File: config.mk
export PLATFORM = sky130hd
export DESIGN_NAME = m_dm_ctrl
export DESIGN_NICKNAME = d
export VERILOG_FILES = /design/src/rtl/m_dm_ctrl_pkg.sv /design/src/rtl/m_dm_ctrl_ext.sv /design/src/rtl/m_dm_ctrl.sv
export SDC_FILE = /design/constraint.sdc
export NUM_CORES = 1
export LEC_CHECK = 0
export ABC_AREA = 1
export BUFFER_PORTS_ARGS = -buffer_cell sky130_fd_sc_hd__buf_2
export CORE_ASPECT_RATIO = 0.6
export CORE_MARGIN = 4
export CORE_UTILIZATION = 50
export CTS_CLUSTER_SIZE = 24
export DETAILED_ROUTE_END_ITERATION = 12
export PLACE_DENSITY = 0.87
export SYNTH_ARGS = -nofsm -noshare
export SYNTH_HDL_FRONTEND = slang
export SYNTH_SLANG_ARGS = --single-unit
File: constraint.sdc
create_clock -name clk -period 2.7 [get_ports clk]
set_clock_uncertainty 0.15 [all_clocks]
set_input_delay 0 -clock clk [delete_from_list [all_inputs] [get_ports clk]]
set_output_delay 0 -clock clk [all_outputs]
set_load 0.01 [all_outputs]
File: src/rtl/m_dm_ctrl_pkg.sv
// m_dm_ctrl_pkg: shared size codes, FSM state encodings and address-map defaults
package m_dm_ctrl_pkg;
  localparam logic [1:0] SZ_BYTE = 2'd0;
  localparam logic [1:0] SZ_HALF = 2'd1;
  localparam logic [1:0] SZ_WORD = 2'd2;
  localparam logic [1:0] ST_IDLE  = 2'd0;
  localparam logic [1:0] ST_WAIT  = 2'd1;
  localparam logic [1:0] ST_DONE  = 2'd2;
  localparam logic [1:0] ST_DRAIN = 2'd3;
  localparam logic [31:0] DM_LO_DEF  = 32'h0000_0000;
  localparam logic [31:0] DM_HI_DEF  = 32'h0000_2FFF;
  localparam logic [31:0] DEV_LO_DEF = 32'h0000_7F00;
  localparam logic [31:0] DEV_HI_DEF = 32'h0000_7F1B;
endpackage

File: src/rtl/m_dm_ctrl_ext.sv
// dm_ext: load lane select plus sign/zero extension
//   rdata : memory read word
//   lo    : byte offset addr[1:0]
//   size  : access size (size[1] set means word)
//   uns   : zero-extend when set
//   res   : extended 32-bit load result
module dm_ext
  import m_dm_ctrl_pkg::*;
(
  input  logic [31:0] rdata,
  input  logic [1:0]  lo,
  input  logic [1:0]  size,
  input  logic        uns,
  output logic [31:0] res
);
  logic [31:0] sh;
  assign sh  = rdata >> {lo, 3'b000};
  assign res = size[1]          ? sh :
               size == SZ_HALF  ? {{16{~uns & sh[15]}}, sh[15:0]} :
                                  {{24{~uns & sh[7]}}, sh[7:0]};
endmodule

File: src/rtl/m_dm_ctrl.sv
// m_dm_ctrl: M-stage data-memory access controller (req/ack bus, byte lanes, load extension, AdEL/AdES, stall)
//   clk, reset(active-low async)
//   m_load/m_store/m_size/m_unsigned/m_addr/m_wdata : M-stage access control
//   Req                : CP0 flush
//   bus_*              : request/acknowledge bus toward data RAM and devices
//   M_DMRD             : extended load result, held until the next completed load
//   mem_stall          : freeze IF..M while a transaction is outstanding
//   exc_adel/exc_ades  : combinational address exceptions
module m_dm_ctrl
  import m_dm_ctrl_pkg::*;
#(
  parameter logic [31:0] DM_LO  = DM_LO_DEF,
  parameter logic [31:0] DM_HI  = DM_HI_DEF,
  parameter logic [31:0] DEV_LO = DEV_LO_DEF,
  parameter logic [31:0] DEV_HI = DEV_HI_DEF
) (
  input  logic        clk,
  input  logic        reset,
  input  logic        m_load,
  input  logic        m_store,
  input  logic [1:0]  m_size,
  input  logic        m_unsigned,
  input  logic [31:0] m_addr,
  input  logic [31:0] m_wdata,
  input  logic        Req,
  input  logic        bus_ack,
  input  logic [31:0] bus_rdata,
  output logic        bus_req,
  output logic        bus_we,
  output logic [3:0]  bus_be,
  output logic [31:0] bus_addr,
  output logic [31:0] bus_wdata,
  output logic [31:0] M_DMRD,
  output logic        mem_stall,
  output logic        exc_adel,
  output logic        exc_ades
);
  logic [1:0]  st, ld_sz, ld_lo;
  logic        ld, ld_uns;
  logic        is_word, is_half, misal, in_dm, in_dev, exc, acc, start;
  logic [3:0]  be;
  logic [31:0] wd, ext;
  assign is_word = m_size[1];
  assign is_half = m_size == SZ_HALF;
  assign misal   = is_word ? |m_addr[1:0] : is_half & m_addr[0];
  // offset-and-compare range checks stay correct when a lower bound is zero
  assign in_dm   = (m_addr - DM_LO) <= (DM_HI - DM_LO);
  assign in_dev  = (m_addr - DEV_LO) <= (DEV_HI - DEV_LO);
  assign exc     = misal | ~(in_dm | in_dev) | (in_dev & ~is_word);
  assign acc     = m_load | m_store;
  assign start   = acc & ~exc & ~Req;
  assign exc_adel = m_load & exc;
  assign exc_ades = m_store & exc;
  assign be = is_word ? 4'hF : (is_half ? 4'b0011 : 4'b0001) << m_addr[1:0];
  assign wd = is_word ? m_wdata : is_half ? {2{m_wdata[15:0]}} : {4{m_wdata[7:0]}};
  // a flushed instruction's successor keeps stalling until the drained access retires
  assign mem_stall = ((st == ST_IDLE) & start) | (st == ST_WAIT) | ((st == ST_DRAIN) & acc);
  dm_ext u_ext (.rdata(bus_rdata), .lo(ld_lo), .size(ld_sz), .uns(ld_uns), .res(ext));
  always_ff @(posedge clk or negedge reset) begin
    if (!reset) begin
      st        <= ST_IDLE;
      bus_req   <= 1'b0;
      bus_we    <= 1'b0;
      bus_be    <= 4'h0;
      bus_addr  <= 32'h0;
      bus_wdata <= 32'h0;
      M_DMRD    <= 32'h0;
      ld        <= 1'b0;
      ld_sz     <= 2'd0;
      ld_lo     <= 2'd0;
      ld_uns    <= 1'b0;
    end else begin
      case (st)
        ST_IDLE: if (start) begin
          bus_req   <= 1'b1;
          bus_we    <= m_store;
          bus_be    <= be;
          bus_addr  <= {m_addr[31:2], 2'b00};
          bus_wdata <= wd;
          ld        <= m_load;
          ld_sz     <= m_size;
          ld_lo     <= m_addr[1:0];
          ld_uns    <= m_unsigned;
          st        <= ST_WAIT;
        end
        ST_WAIT: if (bus_ack) begin
          bus_req <= 1'b0;
          if (!Req && ld) M_DMRD <= ext;
          st <= Req ? ST_IDLE : ST_DONE;
        end else if (Req) st <= ST_DRAIN;
        ST_DONE: st <= ST_IDLE;
        default: if (bus_ack) begin
          bus_req <= 1'b0;
          st      <= ST_IDLE;
        end
      endcase
    end
  end
endmodule

# Yosys cells after proc, flatten, opt, wreduce, memory -nomap -nowiden

Index checks and enable logic that the tools add are counted.

Bitwise operators: 22
Reduce and logical (&&, ||, !) cells: 10
Order comparisons: 2
Shift-type cells: 2
$add $sub $neg: 1
Muxes and demuxes: 16
Eq/ne operators: 7

Operators with widths:

| operator                                               | count |
|---|---|
| two-way mux 32 bit                                     | 4 |
| <= comparator 32 x 14 -> 1 bit (second input constant) | 1 |
| <= comparator 32 x 5 -> 1 bit (second input constant)  | 1 |
| right shift 32 x 5 -> 32 bit                           | 1 |
| subtractor 32 x 15 -> 32 bit (second input constant)   | 1 |
| two-way mux 2 bit                                      | 6 |
| AND 1 bit                                              | 10 |
| AND reduction 3 bit                                    | 3 |
| equality test 2 x 1 -> 1 bit (second input constant)   | 3 |
| NOT 1 bit                                              | 6 |
| OR 1 bit                                               | 6 |
| one-hot mux 2 bit (3 select lines)                     | 1 |
| equality test 2 bit (second input constant)            | 2 |
| two-way mux 4 bit                                      | 1 |
| nonzero test 4 bit                                     | 1 |
| << shifter 2 x 2 -> 4 bit                              | 1 |
| two-way mux 1 bit                                      | 3 |
| != test 3 bit (second input constant)                  | 1 |
| zero test 2 bit                                        | 1 |
| != test 2 bit (second input constant)                  | 1 |
| one-hot mux 1 bit (2 select lines)                     | 1 |
| AND reduction 2 bit                                    | 1 |
| nonzero test 2 bit                                     | 1 |
| OR reduction 2 bit                                     | 1 |
| 2 further kinds                                        | 2 |

Input bits: 105
Output and inout bits: 105
Logic and storage cells: 71
Flip-flop bits (word level): 108

# Logic depth before layout (Yosys ltp)

Gate-level depths: netlist of the first run.

Depth after elaboration: 12
Depth in mapped cells: 19
Mapped depth without buffers: 18

# Cells and area by module

Synthesis of the first run repeated with hierarchy kept, for this count alone.

Cells, all modules: 789
Area, all modules: 6118.4 um^2

By module, submodules not included:

| module    | instances | seq. area each (um^2) | area an instance (um^2) | cells each |
|---|---|---|---|---|
| m_dm_ctrl | 1         | 2702.6                | 5280.1                  | 624 |
| dm_ext    | 1         | 0.0                   | 838.3                   | 165 |

# Worst setup path before layout of the first run

Ideal clock, no wire load.

Kind: register to register
Start: register ld_lo[1]
End: register M_DMRD[30]
Setup slack: 0.574 ns
Arrival time: 1.856 ns
Buffers on the path: 2
Stages on the path, launching flop included: 10
Required time: 2.430 ns
Period minus slack after synthesis: 2.126 ns
Library setup time: 0.120 ns
Cell sequence: dfrtp_1 clkbuf_1 inv_1 o21ai_0 nor3_1 a31oi_1 clkbuf_1 nand2_1 o21ai_0 inv_1

Longest elaborated chain between the ends: 4
Elaborated cells between the ends (all ways): 5
Those cells by class: shift: 1; mux: 2; bitwise: 2

RTL lines:

| item                           | RTL line                                 | text |
|---|---|---|
| start, declared                | m_dm_ctrl.sv:38                          | `logic [1:0] st, ld_sz, ld_lo;` |
| start signal, assigned         | m_dm_ctrl.sv:82                          | `ld_lo <= m_addr[1:0];` |
| right shift 32 x 5 -> 32 bit * | m_dm_ctrl_ext.sv:17                      | `assign sh = rdata >> {lo, 3'b000};` |
| AND 1 bit (on tied branches)   | m_dm_ctrl_ext.sv:20, m_dm_ctrl_ext.sv:19 |  |
| two-way mux 32 bit             | m_dm_ctrl_ext.sv:19                      | `size == SZ_HALF ? {{16{~uns & sh[15]}}, sh[15:0]} :` |
| two-way mux 32 bit *           | m_dm_ctrl_ext.sv:18                      | `assign res = size[1] ? sh :` |
| end signal, assigned           | m_dm_ctrl.sv:88                          | `if (!Req && ld) M_DMRD <= ext;` |
| end, declared                  | m_dm_ctrl.sv:33                          | `output logic [31:0] M_DMRD,` |

Every way passes the cells marked *; elsewhere a longest branch is shown, timed or not.
A chain may end at the register's enable or synchronous reset.

# Final worst setup path of the first run

Start: register ld_lo[1]
End: register M_DMRD[0]

Longest elaborated chain between the ends: 3

RTL lines:

| item                           | RTL line |
|---|---|
| right shift 32 x 5 -> 32 bit * | m_dm_ctrl_ext.sv:17 |
| two-way mux 32 bit             | m_dm_ctrl_ext.sv:19 |
| two-way mux 32 bit *           | m_dm_ctrl_ext.sv:18 |

Marks and branches as above.

==> run summary, run 1 <==
status: completed
CTS Buffer Depth: 2
H-tree Lvls: 3
P_leak: 4.618 nW
WHS: 12.41 ps
sequential fraction of the synthesis area: 0.4593
setup TNS: 0 ps
CTS sink count: 108
first-pass GRT wire length: 31080 µm
Cell Rows: 30
area of the mapped netlist: 5884 µm²
WP data arrival: 2660 ps
I/O Pins: 210
placer congestion estimate: 0.9279
initial antenna violation count: 1
clock root buffer master: clkbuf_16
synth unique cells: 29
dpl hpwl: 12850 µm
Max Cap Viol: 0
total track usage: 0.2821
Final Cell Area: 8235 µm²
Yosys warning total: 0
Post-DP Area: 7061 µm²
core area: 11410 µm²
CP Class: flip-flop to flip-flop
Layout Utilization: 0.7217
DR vias/cell: 5.192
CP Launch Type: flip-flop
per-cell routed wire length: 15.40 µm
remaining antenna violation count: 0
initial core utilization: 0.5157
Post-Synthesis Cells: 818
VDD IR-drop max: 0.2970 mV
Clock transition at path regs: 70 ps
DRC errors left: 0
Tmin final: 2586 ps
Starting DRT DRC Count: 573
clk_lat worst skew: 330 ps
Rel. slew slack: 0.3073
Num CTS Buffers: 9
largest net degree at the start of global routing: 56
Cell Pwr Density: 424.0 nW/µm²
Setup Viol. Count Final: 0
Seq cells post-synth: 108
chip height: 92.03 µm
layout cells sized above 1: 0.2330
DRT Pass-1 Iters: 5
port bufs: 207
final WL: 19460 µm
die footprint: 13630 µm²
CTS tree: yes
Required @ worst endpoint: 2770 ps
Die Span X: 148.1 µm
critical-path maximum fanout: 21
P&R area growth vs syn: 39.95%
overall power: 3.492 mW
Fmax: 386.7 MHz
period utilization: 0.9579
RSZ-0062 raised after global routing: false
Vias: 6563
Hold Crit Class: input pin to flip-flop
vias in the first global route: 6395
nets@finish: 1208
Least-Margin Pin Slew: 1035 ps
fin. max-slew vios: 0
Avg Cell Area, Syn: 7.194 µm²
crit end category: flip-flop
Overflow after GRT: 0
Final Hold Viols: 0
## metal layers
metal  vias to the layer above  GRT usage  share of wire
met5                         -          0              0
li1                       3125          -              -
met4                         0     0.1184          0.038
met3                        89    0.08296           0.10
met2                       387     0.4334           0.43
met1                      2962     0.3746           0.43
## sequential cells by signal (all words and copies together) (netlist names)
register / cells
bus_req: 1
bus_be: 4
ld: 1
ld_sz: 2
bus_addr: 30
st: 2
ld_uns: 1
bus_wdata: 32
bus_we: 1
M_DMRD: 32
ld_lo: 2
## power breakdown
part           leakage, nW  internal [mW]  switching (mW)
Combinational         3.21          0.237           0.372
Sequential            1.27           1.63          0.0156
Clock                0.133          0.632           0.605
## critical path, cell delays in order, from the launching register on
cell	delay (ps)
dfrtp_1	500
inv_1	190
buf_6	230
nand3_1	90
dlygate4sd3_1	590
o211ai_1	100
dlygate4sd3_1	570
nand2_1	50
## metrics by stage
step	cells	setup slack, ps
after CTS	1261	92.23
after global placement	1159	387.3
after detailed placement	1159	322.6
final	1264	113.8
after floorplan	819	574.0
after global routing	1264	10.26
## cell type report
cell class,count,area (µm²)
flip-flops and latches,108,2704
repair buffers,309,2058
repair inverters,1,5.005
well taps,160,200.2
fillers,896,3176
clock inverters,6,47.55
clock buffers,9,225.2
multi-input cells,530,2464
inverters,140,529.3
diodes,1,2.502
## what timing repair did
action	CTS	global route
hold buffers	87	0
hold endpoints to repair	127	0
resized for setup	0	5
buffers inserted	0	1
setup endpoints to repair	0	7
## cell usage in the layout, fill, tap and decap left out, types with 2 or more instances in the layout
cell type | synthesis | final
buf_2 | 10 | 206
nor3_1 | 3 | 3
buf_6 | 4 | 3
o21ai_1 | 12 | 12
inv_2 | 2 | 2
buf_4 | 2 | 11
nand3_2 | 3 | 3
inv_6 | 0 | 3
buf_12 | 0 | 2
nor2_4 | 2 | 3
ha_1 | 4 | 4
inv_1 | 138 | 137
conb_1 | 1 | 2
o31ai_1 | 9 | 9
o21ai_0 | 39 | 39
dfrtp_1 | 108 | 107
nor2_1 | 74 | 73
clkbuf_16 | 0 | 9
o211ai_1 | 15 | 15
clkinvlp_4 | 0 | 2
nand4_1 | 10 | 10
nand3_1 | 48 | 48
o21ai_2 | 4 | 4
a21oi_1 | 46 | 46
nand2_1 | 237 | 237
nor2_2 | 3 | 3
a31oi_1 | 9 | 9
dlygate4sd3_1 | 0 | 87
a22o_1 | 7 | 7
## path summary, 6_finish.rpt
path / from / end / cells past startpoint / slack (ps)
max: ld_lo[1] / M_DMRD[0] / 7 / 110
max reg2reg: ld_lo[1] / M_DMRD[0] / 7 / 110
min: bus_rdata[11] / M_DMRD[11] / 4 / 10
min in group asynchronous: reset / bus_wdata[30] / 2 / 140
max in group asynchronous: reset / ld_lo[0] / 3 / 1510
min reg2reg: bus_we / bus_we / 2 / 330
## cell families (layout without fill, tap and decap cells)
group,after synthesis,in the layout,synth area share
flip-flops,108,108,0.4593
other,1,3,0.0006373
adder cells (fa/ha/maj),4,4,0.008506
AO/OA/AOI/OAI,141,141,0.1391
buffers and inverters,181,465,0.1240
AND/OR/NAND/NOR,383,383,0.2686
## synthesized netlist by cell type (all sizes together)
cell type	n	area (µm²)
a22o	7	61.31
o31ai	9	67.56
nor4	1	6.260
dfrtp	108	2703
o21ai	55	290.3
a21oi	46	230.2
inv	140	525.5
nor2	79	319.1
clkbuf	22	82.58
nand3	51	270.3
conb	1	3.750
a31oi	9	56.30
nand4	10	62.56
o211ai	15	112.6
buf	19	121.4
nand2	239	907.1
ha	4	50.05
nor3	3	15.01
(Power assumes the default switching activity.)
==> inputs of run 2 (changes only) <==
- CORE_UTILIZATION: 50 -> 51
- PLACE_DENSITY: 0.87 -> 0.88
- SYNTH_HIERARCHICAL: not set -> 1
==> run 2 against run 1 <==
Effect of this change: worst setup slack improved by 15 ps; critical endpoint is now st[1]; critical path type unchanged; synthesized cell count is 3.5% lower; global-route usage rose by 0.63 points; largest cell class is now multi-input gates; largest power group unchanged; sequential power about the same.
==> run summary, run 2 <==
setup TNS: 0 ps (unchanged)
top_reg_cell synth: dfrtp_1
DRC errors left: 0 (unchanged)
Critical Path Stages: 8 (+1)
Least-Margin Pin Slew: 704.4 ps (-330.8 ps)
largest net degree at the start of global routing: 53 (-5.4%)
Final WS setup: 129.1 ps (+15.29 ps)
Hold Crit Class: input pin to flip-flop
leading cell type in the layout, fill and taps excluded: buf_2
Overflow after GRT: 0 (unchanged)
CTS sink count: 108 (unchanged)
I/O Pins: 210 (unchanged)
remaining antenna violation count: 0 (unchanged)
Post-Synthesis Cells: 789 (-3.5%)
clock root buffer master: clkbuf_16
R2R depth: 8 (+1)
Avg Cell Area, Syn: 7.755 µm² (+7.8%)
P_leak: 4.604 nW (-0.30%)
period utilization: 0.9522 (-0.005663)
Regs by FF count: M_DMRD x32, bus_wdata x32, bus_addr x30
CP Launch Type: flip-flop
Worst R2R End: st[1]
vias in the first global route: 6306 (-1.4%)
Worst Setup SP: st[0]
Seq cells post-synth: 108 (unchanged)
Cell Rows: 30 (unchanged)
WP data arrival: 2720 ps (+60 ps)
nets@finish: 1165 (-3.6%)
FFs w/ async S/R, synth: 1.000 (unchanged)
port bufs: 207 (unchanged)
first-pass GRT wire length: 31750 µm (+2.1%)
die footprint: 13870 µm² (+1.8%)
VDD IR-drop max: 0.3734 mV (+26%)
CP Class: flip-flop to flip-flop
Yosys warning total: 6 (+6)
Required @ worst endpoint: 2850 ps (+80 ps)
CTS tree: yes
Synth area leaders: dfrtp_1 44%, nand2_1 12%, inv_1 7.0%
Setup Viol. Count Final: 0 (unchanged)
reg2reg start: st[0]
placer congestion estimate: 0.9827 (+5.9%)
Die Span X: 149.4 µm (+0.91%)
cell at the slowest stage of the critical path: dlygate4sd3_1
Worst R2R Setup Slack: 130 ps (+20 ps)
Clock transition at path regs: 80 ps (about the same)
cell with the most instances after synthesis: nand2_1
Cell Pwr Density: 436.5 nW/µm² (+2.9%)
Antenna Diode Count: 0 (-1)
total track usage: 0.2885 (+0.006343)
final WL: 19940 µm (+2.4%)
delay-heaviest family, CP: buffers and inverters
fin. max-slew vios: 0 (unchanged)
clk_lat worst skew: 350 ps (+20 ps)
pre-CTS WS: 266.0 ps (-56.57 ps)
crit path to: st[1]
crit end category: flip-flop
sequential fraction of the synthesis area: 0.4417 (-0.01756)
P&R area growth vs syn: 35.79%
CP bufs+invs: 3 (-1)
Fmax: 389.0 MHz (+0.59%)
RSZ-0062 raised after global routing: false
Vias: 6424 (-2.1%)
H-tree Lvls: 3 (unchanged)
EDFF count, synth: 0 (unchanged)
critical path cell sequence: inv_1, ha_1, buf_4, nor2_1, o21ai_0, nand3_1, dlygate4sd3_1, nand2_1
area of the mapped netlist: 6118 µm² (+4.0%)
top cell type's share of synthesized area: 0.4417 (-0.01756)
synth unique cells: 35 (+21%)
Max Cap Viol: 0 (unchanged)
CTS Buffer Depth: 2 (unchanged)
core area: 11520 µm² (+0.99%)
per-cell routed wire length: 16.33 µm (+6.1%)
initial core utilization: 0.5309 (+0.01526)
top post-synthesis cells by count: 193 x nand2_1, 114 x inv_1, 108 x dfrtp_1, 98 x nor2_1, 33 x a21oi_1
most frequent cells in the layout: 206 x buf_2, 193 x nand2_1, 114 x inv_1
Starting DRT DRC Count: 531 (-7.3%)
overall power: 3.626 mW (+3.9%)
Final Cell Area: 8308 µm² (+0.88%)
dpl hpwl: 13130 µm (+2.2%)
Tmin final: 2571 ps (-15.29 ps)
DR vias/cell: 5.261 (+1.3%)
Post-DP Area: 7207 µm² (+2.1%)
chip height: 92.84 µm (+0.88%)
Num CTS Buffers: 9 (unchanged)
status: completed
CP peak stage delay: 570 ps (-20 ps)
Rel. slew slack: 0.5287 (+0.2213)
initial antenna violation count: 2 (+1)
setup bufs post-CTS: 0 (unchanged)
DRT Pass-1 Iters: 5 (unchanged)
critical-path maximum fanout: 27 (+29%)
Synth area leader: dfrtp_1
Final Hold Viols: 0 (unchanged)
layout cells sized above 1: 0.2969 (+0.06389)
run 2: cell types whose count changed in the layout (fill, tap and decap cells not counted), moves of 8 or more:
cell / before / now
o21ai_1: 12 / 0
nand4_1: 10 / 30
o21ai_0: 39 / 26
nand2_2: 1 / 21
o211ai_1: 15 / 0
nand3_1: 48 / 29
a21oi_1: 46 / 33
dlygate4sd3_1: 87 / 77
nor2_1: 73 / 97
a31oi_1: 9 / 1
nand2_1: 237 / 193
mux2_2: 0 / 32
inv_1: 137 / 114
run 2: logic make-up after synthesis:
| logic type | synth area share |
|---|---|
| other cells | 0.0006129 |
| simple gates | 0.2787 |
| mux | 0.06708 |
| fa+ha+maj | 0.008180 |
| compound gates | 0.08732 |
| buf+inv | 0.1164 |
| flops | 0.4417 |
run 2: cell type report:
type	instances	area [µm²]
Inverter	118	445.4
Multi-Input combinational cell	521	2710
Clock inverter	6	53.80
Timing Repair Buffer	298	1957
Fill cell	897	3216
Tap cell	160	200.2
Sequential cell	108	2703
Clock buffer	10	239.0
run 2: stage by stage:
stage / hold slack [ps] / cells / util
after detailed placement: -70.50 / 1127 / 0.6254
after global placement: -67.95 / 1127 / 0.6254
after global routing: 39.05 / 1221 / 0.7210
after CTS: 0.02159 / 1220 / 0.7177
final: 11.10 / 1221 / 0.7210
after floorplan: -445.6 / 790 / -
run 2: how the worst min path moves through the flow:
stage                        from             to  slack (ps)  depth (start not counted)
floorplan                   reset      M_DMRD[0]        -450                          0
global placement            reset  bus_wdata[27]         -70                          1
detailed placement          reset     M_DMRD[16]         -70                          1
CTS                 bus_rdata[13]      M_DMRD[5]        0.02                          4
global route        bus_rdata[13]      M_DMRD[5]          40                          4
finish              bus_rdata[13]      M_DMRD[5]          10                          4
run 2: power breakdown:
group / internal (mW) / leakage [nW] / switching [mW]
Clock: 0.670 / 0.142 / 0.643
Sequential: 1.63 / 1.29 / 0.0189
Combinational: 0.263 / 3.17 / 0.401
run 2: what timing repair did:
action                                  in CTS  in global routing
endpoints found under the setup margin       0                  1
gates resized for setup                      0                  3
endpoints found under the hold margin      122                  0
hold buffers                                77                  0
run 2: per-layer routing:
metal | GRT usage | routed length, µm
met1 | 0.3712 | 8150
met5 | 0 | 27
met3 | 0.07824 | 1946
met2 | 0.4695 | 9103
met4 | 0.1051 | 708
run 2: tightest hold or removal path, cell delays in order:
cell and delay [ps]:
buf_2 80, a21oi_1 60, a22oi_1 170, mux2_2 170
